==> src/rtl/geiger_packetizer_multi.sv <==
// rtl/geiger_packetizer_multi.sv - multi-channel Geiger pulse counter with framed, checksummed byte packetizer
// Gate-window counting with per-channel dead time; snapshot streamed as SYNC/TS/CNT/CHK bytes.
module geiger_packetizer_multi #(
    parameter int          NUM_CH       = 2,
    parameter int          CNT_W        = 16,
    parameter int          TS_W         = 48,
    parameter int          WINDOW_CYC   = 1000000,
    parameter int          DEADTIME_CYC = 100,
    parameter logic [7:0]  SYNC_BYTE    = 8'hA5
) (
    input  logic              CLK_1MHZ,
    input  logic              NSYSRESET,
    input  logic              EN,
    input  logic [NUM_CH-1:0] GEIG_IN,
    input  logic [TS_W-1:0]   TIMESTAMP,
    output logic [7:0]        DATA_OUT,
    output logic              DATA_VALID,
    input  logic              DATA_READY,
    output logic              FRAME_START,
    output logic              OVERRUN
);

    localparam int TS_B  = TS_W / 8;
    localparam int CNT_B = CNT_W / 8;
    localparam int PAY_B = TS_B + NUM_CH * CNT_B;
    localparam int PAY_W = 8 * PAY_B;
    localparam int WIN_W = $clog2(WINDOW_CYC + 1);
    localparam int DT_W  = $clog2(DEADTIME_CYC + 1);
    localparam int IDX_W = $clog2(PAY_B + 1);

    typedef enum logic [2:0] {IDLE, SYNC, TS, CNT, CHK} state_t;

    state_t            state;
    logic [NUM_CH-1:0] sync1, sync2, sync3, pulse;
    logic [NUM_CH-1:0] accept;
    logic [DT_W-1:0]   dt_cnt     [NUM_CH];
    logic [CNT_W-1:0]  live_cnt   [NUM_CH];
    logic [CNT_W-1:0]  close_cnt  [NUM_CH];
    logic [CNT_W-1:0]  shadow_cnt [NUM_CH];
    logic [TS_W-1:0]   shadow_ts;
    logic [WIN_W-1:0]  win_cnt;
    logic [PAY_W-1:0]  payload;
    logic [IDX_W-1:0]  idx;
    logic [7:0]        chk;
    logic [7:0]        next_byte;
    logic              term;
    logic              xfer;

    assign term = EN && (win_cnt == WIN_W'(WINDOW_CYC - 1));
    assign xfer = DATA_VALID && DATA_READY;

    // close_cnt is the live count including an edge accepted this cycle, so a
    // terminal-cycle edge lands in the closing snapshot.
    always_comb begin
        for (int ch = 0; ch < NUM_CH; ch++) begin
            accept[ch]    = EN && pulse[ch] && (dt_cnt[ch] == '0);
            close_cnt[ch] = (accept[ch] && (live_cnt[ch] != '1)) ? live_cnt[ch] + 1'b1 : live_cnt[ch];
        end
    end

    // Channel 0 sits immediately after the timestamp, so it is sent first.
    always_comb begin
        payload = '0;
        payload[PAY_W-1 -: TS_W] = shadow_ts;
        for (int ch = 0; ch < NUM_CH; ch++) begin
            payload[CNT_W*(NUM_CH-1-ch) +: CNT_W] = shadow_cnt[ch];
        end
    end

    assign next_byte = 8'(payload >> (8 * (PAY_B - 1 - int'(idx))));

    always_ff @(posedge CLK_1MHZ or negedge NSYSRESET) begin
        if (!NSYSRESET) begin
            sync1 <= '0;
            sync2 <= '0;
            sync3 <= '0;
            pulse <= '0;
        end else begin
            sync1 <= GEIG_IN;
            sync2 <= sync1;
            sync3 <= sync2;
            pulse <= sync2 & ~sync3;
        end
    end

    always_ff @(posedge CLK_1MHZ or negedge NSYSRESET) begin
        if (!NSYSRESET) begin
            win_cnt <= '0;
            for (int ch = 0; ch < NUM_CH; ch++) begin
                dt_cnt[ch]   <= '0;
                live_cnt[ch] <= '0;
            end
        end else begin
            win_cnt <= (!EN || term) ? '0 : win_cnt + 1'b1;
            for (int ch = 0; ch < NUM_CH; ch++) begin
                if (accept[ch])
                    dt_cnt[ch] <= DT_W'(DEADTIME_CYC - 1);
                else if (dt_cnt[ch] != '0)
                    dt_cnt[ch] <= dt_cnt[ch] - 1'b1;
                live_cnt[ch] <= (!EN || term) ? '0 : close_cnt[ch];
            end
        end
    end

    always_ff @(posedge CLK_1MHZ or negedge NSYSRESET) begin
        if (!NSYSRESET) begin
            state       <= IDLE;
            DATA_OUT    <= '0;
            DATA_VALID  <= 1'b0;
            FRAME_START <= 1'b0;
            OVERRUN     <= 1'b0;
            idx         <= '0;
            chk         <= '0;
            shadow_ts   <= '0;
            for (int ch = 0; ch < NUM_CH; ch++) shadow_cnt[ch] <= '0;
        end else begin
            OVERRUN <= 1'b0;
            if (term) begin
                if (state == IDLE) begin
                    shadow_cnt <= close_cnt;
                    shadow_ts  <= TIMESTAMP;
                end else begin
                    OVERRUN <= 1'b1;
                end
            end
            case (state)
                IDLE: if (term) begin
                    state       <= SYNC;
                    DATA_OUT    <= SYNC_BYTE;
                    DATA_VALID  <= 1'b1;
                    FRAME_START <= 1'b1;
                    idx         <= '0;
                    chk         <= '0;
                end
                SYNC: if (xfer) begin
                    FRAME_START <= 1'b0;
                    DATA_OUT    <= next_byte;
                    idx         <= idx + 1'b1;
                    state       <= TS;
                end
                TS: if (xfer) begin
                    chk      <= chk ^ DATA_OUT;
                    DATA_OUT <= next_byte;
                    idx      <= idx + 1'b1;
                    if (idx == IDX_W'(TS_B)) state <= CNT;
                end
                CNT: if (xfer) begin
                    chk <= chk ^ DATA_OUT;
                    if (idx == IDX_W'(PAY_B)) begin
                        DATA_OUT <= chk ^ DATA_OUT;
                        state    <= CHK;
                    end else begin
                        DATA_OUT <= next_byte;
                        idx      <= idx + 1'b1;
                    end
                end
                CHK: if (xfer) begin
                    DATA_VALID <= 1'b0;
                    DATA_OUT   <= '0;
                    state      <= IDLE;
                end
                default: state <= IDLE;
            endcase
        end
    end

endmodule

==> config.mk <==
export PLATFORM = sky130hd
export DESIGN_NAME = geiger_packetizer_multi
export DESIGN_NICKNAME = d
export VERILOG_FILES = /design/src/rtl/geiger_packetizer_multi.sv
export SDC_FILE = /design/constraint.sdc
export NUM_CORES = 1
export LEC_CHECK = 0
export CAP_MARGIN = 20
export CORE_ASPECT_RATIO = 1.25
export CORE_MARGIN = 1.5
export CORE_UTILIZATION = 46
export CTS_BUF_LIST = sky130_fd_sc_hd__clkbuf_4
export CTS_CLUSTER_SIZE = 14
export DETAILED_ROUTE_END_ITERATION = 8
export PLACE_DENSITY = 0.7
export SYNTH_ARGS = -nofsm -noshare
export SYNTH_HDL_FRONTEND = slang
export SYNTH_SLANG_ARGS = --single-unit
export TNS_END_PERCENT = 100
==> constraint.sdc <==
create_clock -name CLK_1MHZ -period 2.52 [get_ports CLK_1MHZ]
set_input_delay 0.378 -clock CLK_1MHZ [delete_from_list [all_inputs] [get_ports CLK_1MHZ]]
set_output_delay 0.378 -clock CLK_1MHZ [all_outputs]
set_load 0.02 [all_outputs]
# Word-level counts from Yosys, hierarchy flattened
# Cells that the tools add are included.
# word_totals
mem_count	0
romBits	0
regBits	180
wordCells	117
out_inout_bits	11
mem_bits_rw	0
input_bits	54
latchBits	0
# op_classes
n_addsub	7
order_cmp	0
eq_ne	19
n_mux	37
reduce_logical	31
bitwise	3
div	0
shifts	1
multipliers	0
# ops
operator	count
$shr A80 B32 Y8	1
$mux W16	4
$mux W8	7
$add A16 B1 Y16 const B	2
$ne A16 B16 Y1 const B	2
$pmux W8 S4	1
$mux W7	4
$mux W3	7
$add A20 B1 Y20 const B	1
$eq A20 B20 Y1 const B	1
$mux W20	1
$mux W4	4
$ne A2 B2 Y1 const B	8
$pmux W8 S2	1
$pmux W3 S5	1
$logic_not A7 Y1	2
$reduce_bool A7 Y1	2
$sub A7 B1 Y7 const B	2
$pmux W4 S3	1
$reduce_and A5 Y1	2
$reduce_bool A2 Y1	5
$reduce_and A3 Y1	3
$logic_and A1 B1 Y1	8
$xor A8 B8 Y8	1
20 further kinds	27

# Logic depth before layout (Yosys ltp)
# logic_depth
ltp_word	5
ltp_mapped	10
depth_no_buf	7

# Worst setup path after synthesis
# No wires, ideal clock.
# synth_path
path_type	reg2reg
start	reg idx[1]
end	reg DATA_OUT[2]
path_stages_with_launch	11
arrival_time_ns	2.349
setup_ns	0.080
setup_slack_ns	0.092
synth_period_minus_slack_ns	2.428
t_required_ns	2.440
path_buffers	3
path_cell_list	dfrtp_1 -> clkbuf_1 -> inv_1 -> ha_1 -> xnor2_1 -> clkbuf_1 -> buf_2 -> nand3_1 -> nand2_1 -> o21ai_0 -> a2bb2oi_1
# synth_between
elab_chain_cells	5
# synth_lines
item	line	text
from (decl)	43	logic [IDX_W-1:0] idx;
from (signal assigned)	138	idx <= idx + 1'b1;
from (signal assigned)	144	idx <= idx + 1'b1;
from (signal assigned)	154	idx <= idx + 1'b1;
$sub A4 B4 Y5	70	assign next_byte = 8'(payload >> (8 * (PAY_B - 1 - int'(idx))));
$shr A80 B32 Y8	70	
$mux W8	149	if (idx == IDX_W'(PAY_B)) begin
$mux W8	147	CNT: if (xfer) begin
$pmux W8 S4 (*)	126	case (state)
to (signal assigned)	137	DATA_OUT <= next_byte;
to (signal assigned)	150	DATA_OUT <= chk ^ DATA_OUT;
to (signal assigned)	153	DATA_OUT <= next_byte;
to (decl)	16	output logic [7:0] DATA_OUT,
# Mark *: on every way between the ends. The rest lies on a longest branch, timed or not. The select of a mux whose other input is x is not followed.
# A chain may end at the register's enable or synchronous reset.

# Final worst setup path
# layout_path
start	reg win_cnt[0]
end	reg shadow_cnt, in the netlist payload[16]
# layout_between
elab_chain_cells	3
# layout_lines
item	line	text
from (decl)	41	logic [WIN_W-1:0] win_cnt;
from (signal assigned)	94	win_cnt <= (!EN || term) ? '0 : win_cnt + 1'b1;
$eq A20 B20 Y1	49	assign term = EN && (win_cnt == WIN_W'(WINDOW_CYC - 1));
$logic_and A1 B1 Y1	49	
$reduce_and A2 Y1 (no line)	-	
to (signal assigned)	120	shadow_cnt <= close_cnt;
to (decl)	39	logic [CNT_W-1:0] shadow_cnt [NUM_CH];
# Every way passes these cells.

==> impl_summary.log <==
[metrics] status: finished clean
[metrics] ranking of synthesized cells by instance count: 222 x nand2_1, 180 x dfrtp_1, 63 x nor2_1
[metrics] average cell area after synthesis: 9.75 um2
[metrics] Buffers on Ports: 64
[metrics] Setup-failing EPs final: 0
[metrics] Critical Path Sink Type: flop
[metrics] footprint of the multi-input gates: 3900 um2
[metrics] proportion of netlist area held by the largest area contributor: 0.522
[metrics] DRC errors left: 0
[metrics] standard-cell rows: 55
[metrics] cell area power density: 502 nW/um2
[metrics] clock latency on the worst-skew pair: 0.58 ns
[metrics] synthesized instance count: 885
[metrics] total number of nets in the final design: 1013
[metrics] overall global routing resource usage: 0.197
[metrics] vias post-DR: 6409
[metrics] number of enable flip-flop cells after synthesis: 0
[metrics] number of storage elements in the synthesis netlist: 180
[metrics] number of global-route vias before repair: 6329
[metrics] Fin Setup TNS: 0 ns
[metrics] combinational cell fraction of total power: 0.078
[metrics] post-detailed-placement cell area: 9640 um2
[metrics] die outline area: 19600 um2
[metrics] fraction of power consumed by sequential logic: 0.605
[metrics] reported leakage power: 4.45 nW
[metrics] share of the clock period used by the worst path after layout: 0.908
[metrics] time the worst path needs with I/O delays and setup: 2.29 ns
[metrics] # IOs: 65
[metrics] hold path start: GEIG_IN[0]
[metrics] arrival time worst endpoint: 2.76 ns
[metrics] worst hold-check slack: 0.229 ns
[metrics] sequential fraction of the synthesis area: 0.522
[metrics] DRC marker count from the first detailed-route iteration: 524
[metrics] area taken by flip-flops and latches: 4500 um2
[metrics] number of buffers on the longest clock path: 2
[metrics] number of synthesis warnings: 0
[metrics] xor and xnor fraction of the mapped netlist area: 0.0518
[metrics] critical path class: flop to flop
[metrics] global-route wire length before repair: 31.1 mm
[metrics] HPWL after detailed placement: 12.8 mm
[metrics] post-synthesis adder-cell area fraction: 0.0130
[metrics] launch point of the critical path: win_cnt[0]
[metrics] count of unique library cells instantiated by Yosys: 59
[metrics] Final Instance Area: 9940 um2
[metrics] post-detailed-route wirelength per cell: 15.2 um
[metrics] cell types occupying the most area after synthesis: dfrtp_1 52%, nand2_1 9.7%, mux4_2 4.2%
[metrics] kind of start point of the critical path: flop
[metrics] Filler Cells Inserted: 1621
[metrics] switching power as a share of total power: 0.277
[metrics] RSZ-0062 raised after global routing: no
[metrics] number of antenna violations at the first check in global routing: 1
[metrics] fraction of layout cells with a size suffix above 1: 0.0883
[metrics] Remaining Overflow, GRT: 0
[metrics] Synth Area in Compound Gates: 0.0807
[metrics] total power: 4.99 mW
[metrics] root buffer cell: clkbuf_4
[metrics] initial standard-cell utilization of the core: 0.473
[metrics] final weighted congestion of routability-driven global placement: 0.805
[metrics] simple-gate share of the synthesized area: 0.239
[metrics] mux cell area share after synthesis: 0.0639
[metrics] H-tree levels: 4
[metrics] Max transition margin: 0.681
[metrics] Worst-Margin Slew: 0.479 ns
[metrics] Synth Net Count: 948
[metrics] total internal power: 3.60 mW
[metrics] Core Region: 18200 um2
[metrics] maximum achievable frequency: 437 MHz
[metrics] clock tree from TritonCTS: done
[metrics] Die Width: 126 um
[metrics] share of total power in the clock network: 0.317
[metrics] Die Y: 156 um
[metrics] main combinational cell family by area after synthesis: simple AND/OR/NAND/NOR gates
[metrics] origin of the critical flop-to-flop path: win_cnt[0]
[metrics] number of nets with antenna violations after routing: 0
[metrics] buffers inserted by post-CTS timing repair: 0
[metrics] number of iterations in the first detailed-routing pass: 5
[metrics] switching pwr: 1.38 mW
[metrics] critical path data required time: 2.99 ns
[metrics] final hold violation count: 0
[metrics] final core utilization: 0.545
[metrics] async set or reset register ratio after synthesis: 1.00
[metrics] maximum number of pins on one net before global-route repair: 111
[metrics] mapped cell area: 8630 um2
[metrics] clock-pin slew reported for the worst setup and hold paths after clock tree synthesis: 0.17 ns
[metrics] maximum VDD drop: 0.000244 V
[metrics] leading area contributor after synthesis: dfrtp_1
[metrics] clock sink count: 180
[metrics] total length of routed wires: 18.1 mm
[metrics] detailed-route vias per instance: 5.38
[metrics] TritonCTS Buffers: 17
[metrics] dominant cell by count in the synthesized netlist: nand2_1
[metrics] count of pins over their slew limit: 0
[metrics] most used flip-flop cell after synthesis: dfrtp_1
[metrics] number of max-cap violations: 0
[metrics] post-route clock skew: 0.0327 ns
[metrics] worst hold-check path type: input port to flop
[metrics] peak fanout along the critical path: 110
[metrics] growth of design area from synthesis to finish: 15.1%
[per-layer routing]
metal	vias up	part of all wire	wire, um	global-route usage
met4	0	0.015	276	0.0622
li1	3189	-	-	-
met3	20	0.027	487	0.0350
met1	3114	0.46	8360	0.269
met5	-	0	0	0
met2	86	0.50	8950	0.321
[registers in the layout, summed over array words and instances, names as in the netlist]
register,count
sync2,2
FRAME_START,1
win_cnt,20
sync1,2
state,3
DATA_OUT,8
live_cnt,32
OVERRUN,1
chk,8
idx,4
dt_cnt,14
DATA_VALID,1
shadow_ts,48
sync3,2
pulse,2
payload,32
[per-stage QoR]
step                      setup slack [ns]  cells
final                                0.233   1192
after global routing                0.0713   1192
after CTS                            0.254   1191
after detailed placement             0.196   1158
after global placement               0.235   1158
after floorplan                     0.0920    885
[what timing repair did]
item	in CTS	in global routing
gates resized for setup	0	0
hold buffers	1	0
hold endpoints to repair	39	0
[path summary, 6_finish.rpt]
check	to	slack, ns	cells after the start
max in group asynchronous	win_cnt[7]	1.49	3
worst min register to register	sync2[0]	0.37	0
worst max-delay path	payload[16]	0.23	7
min in group asynchronous	sync1[0]	0.27	2
worst max register to register	payload[16]	0.23	7
worst min-delay path	sync1[0]	0.23	1
[cells in the final DEF (no fill, tap or decap), types with 3 or more instances in the layout]
cell type,synthesis,final
a21oi_1,25,25
a221o_1,3,3
a22o_1,4,4
a2bb2oi_1,5,5
and2_1,4,4
and3_1,9,9
and4_1,8,8
buf_12,0,6
buf_4,2,16
clkbuf_4,0,17
clkdlybuf4s50_1,0,63
clkinv_4,0,3
dfrtp_1,180,180
ha_1,9,9
inv_1,19,19
inv_6,0,8
mux2i_1,18,18
mux4_2,16,16
nand2_1,222,222
nand2b_1,9,9
nand3_1,30,30
nand3b_1,4,4
nand4_1,12,12
nor2_1,63,63
nor2b_1,5,5
nor3_1,25,25
nor3b_1,8,8
nor4_1,14,14
o21ai_0,35,35
o21ai_1,11,10
o22ai_1,8,8
o2bb2ai_1,4,4
o31ai_1,4,4
or3_1,6,5
xnor2_1,36,35
xor2_1,15,15
[power by group through the flow]
stage | sequential (mW) | combinational, mW | clock (mW)
2_1_floorplan | 3.06 | 0.186 | 0
3_3_place_gp | 3.07 | 0.385 | 0
3_5_place_dp | 3.07 | 0.395 | 0
4_1_cts | 3.02 | 0.398 | 1.63
5_1_grt | 3.03 | 0.446 | 1.76
6_report | 3.02 | 0.389 | 1.58
[cells by family (layout without fill, tap and decap cells)]
logic type,after synthesis,in the layout
AOI/OAI and AO/OA,114,114
xor gates and xnor gates,51,51
adders and majority gates,9,9
buffers and inverters,60,138
DFF,180,180
muxes,35,35
other,0,1
and+or+nand+nor,436,436
[final cells by class]
cell class,count,area share
clock inverters,15,0.0152
repair buffers,87,0.0898
multi-input cells,645,0.393
flip-flops and latches,180,0.453
inverters,19,0.00718
well taps,228,0.0287
clock buffers,17,0.0128
diodes,1,0.000252
[worst max-delay path, cell delays in order (launching register included)]
cell and delay (ns):
dfrtp_1 0.40, ha_1 0.21, and4_1 0.35, nand4_4 0.22, or3_4 0.47, buf_12 0.21, nand2_1 0.14, o21ai_0 0.08
Power figures use the tool's default switching activity.
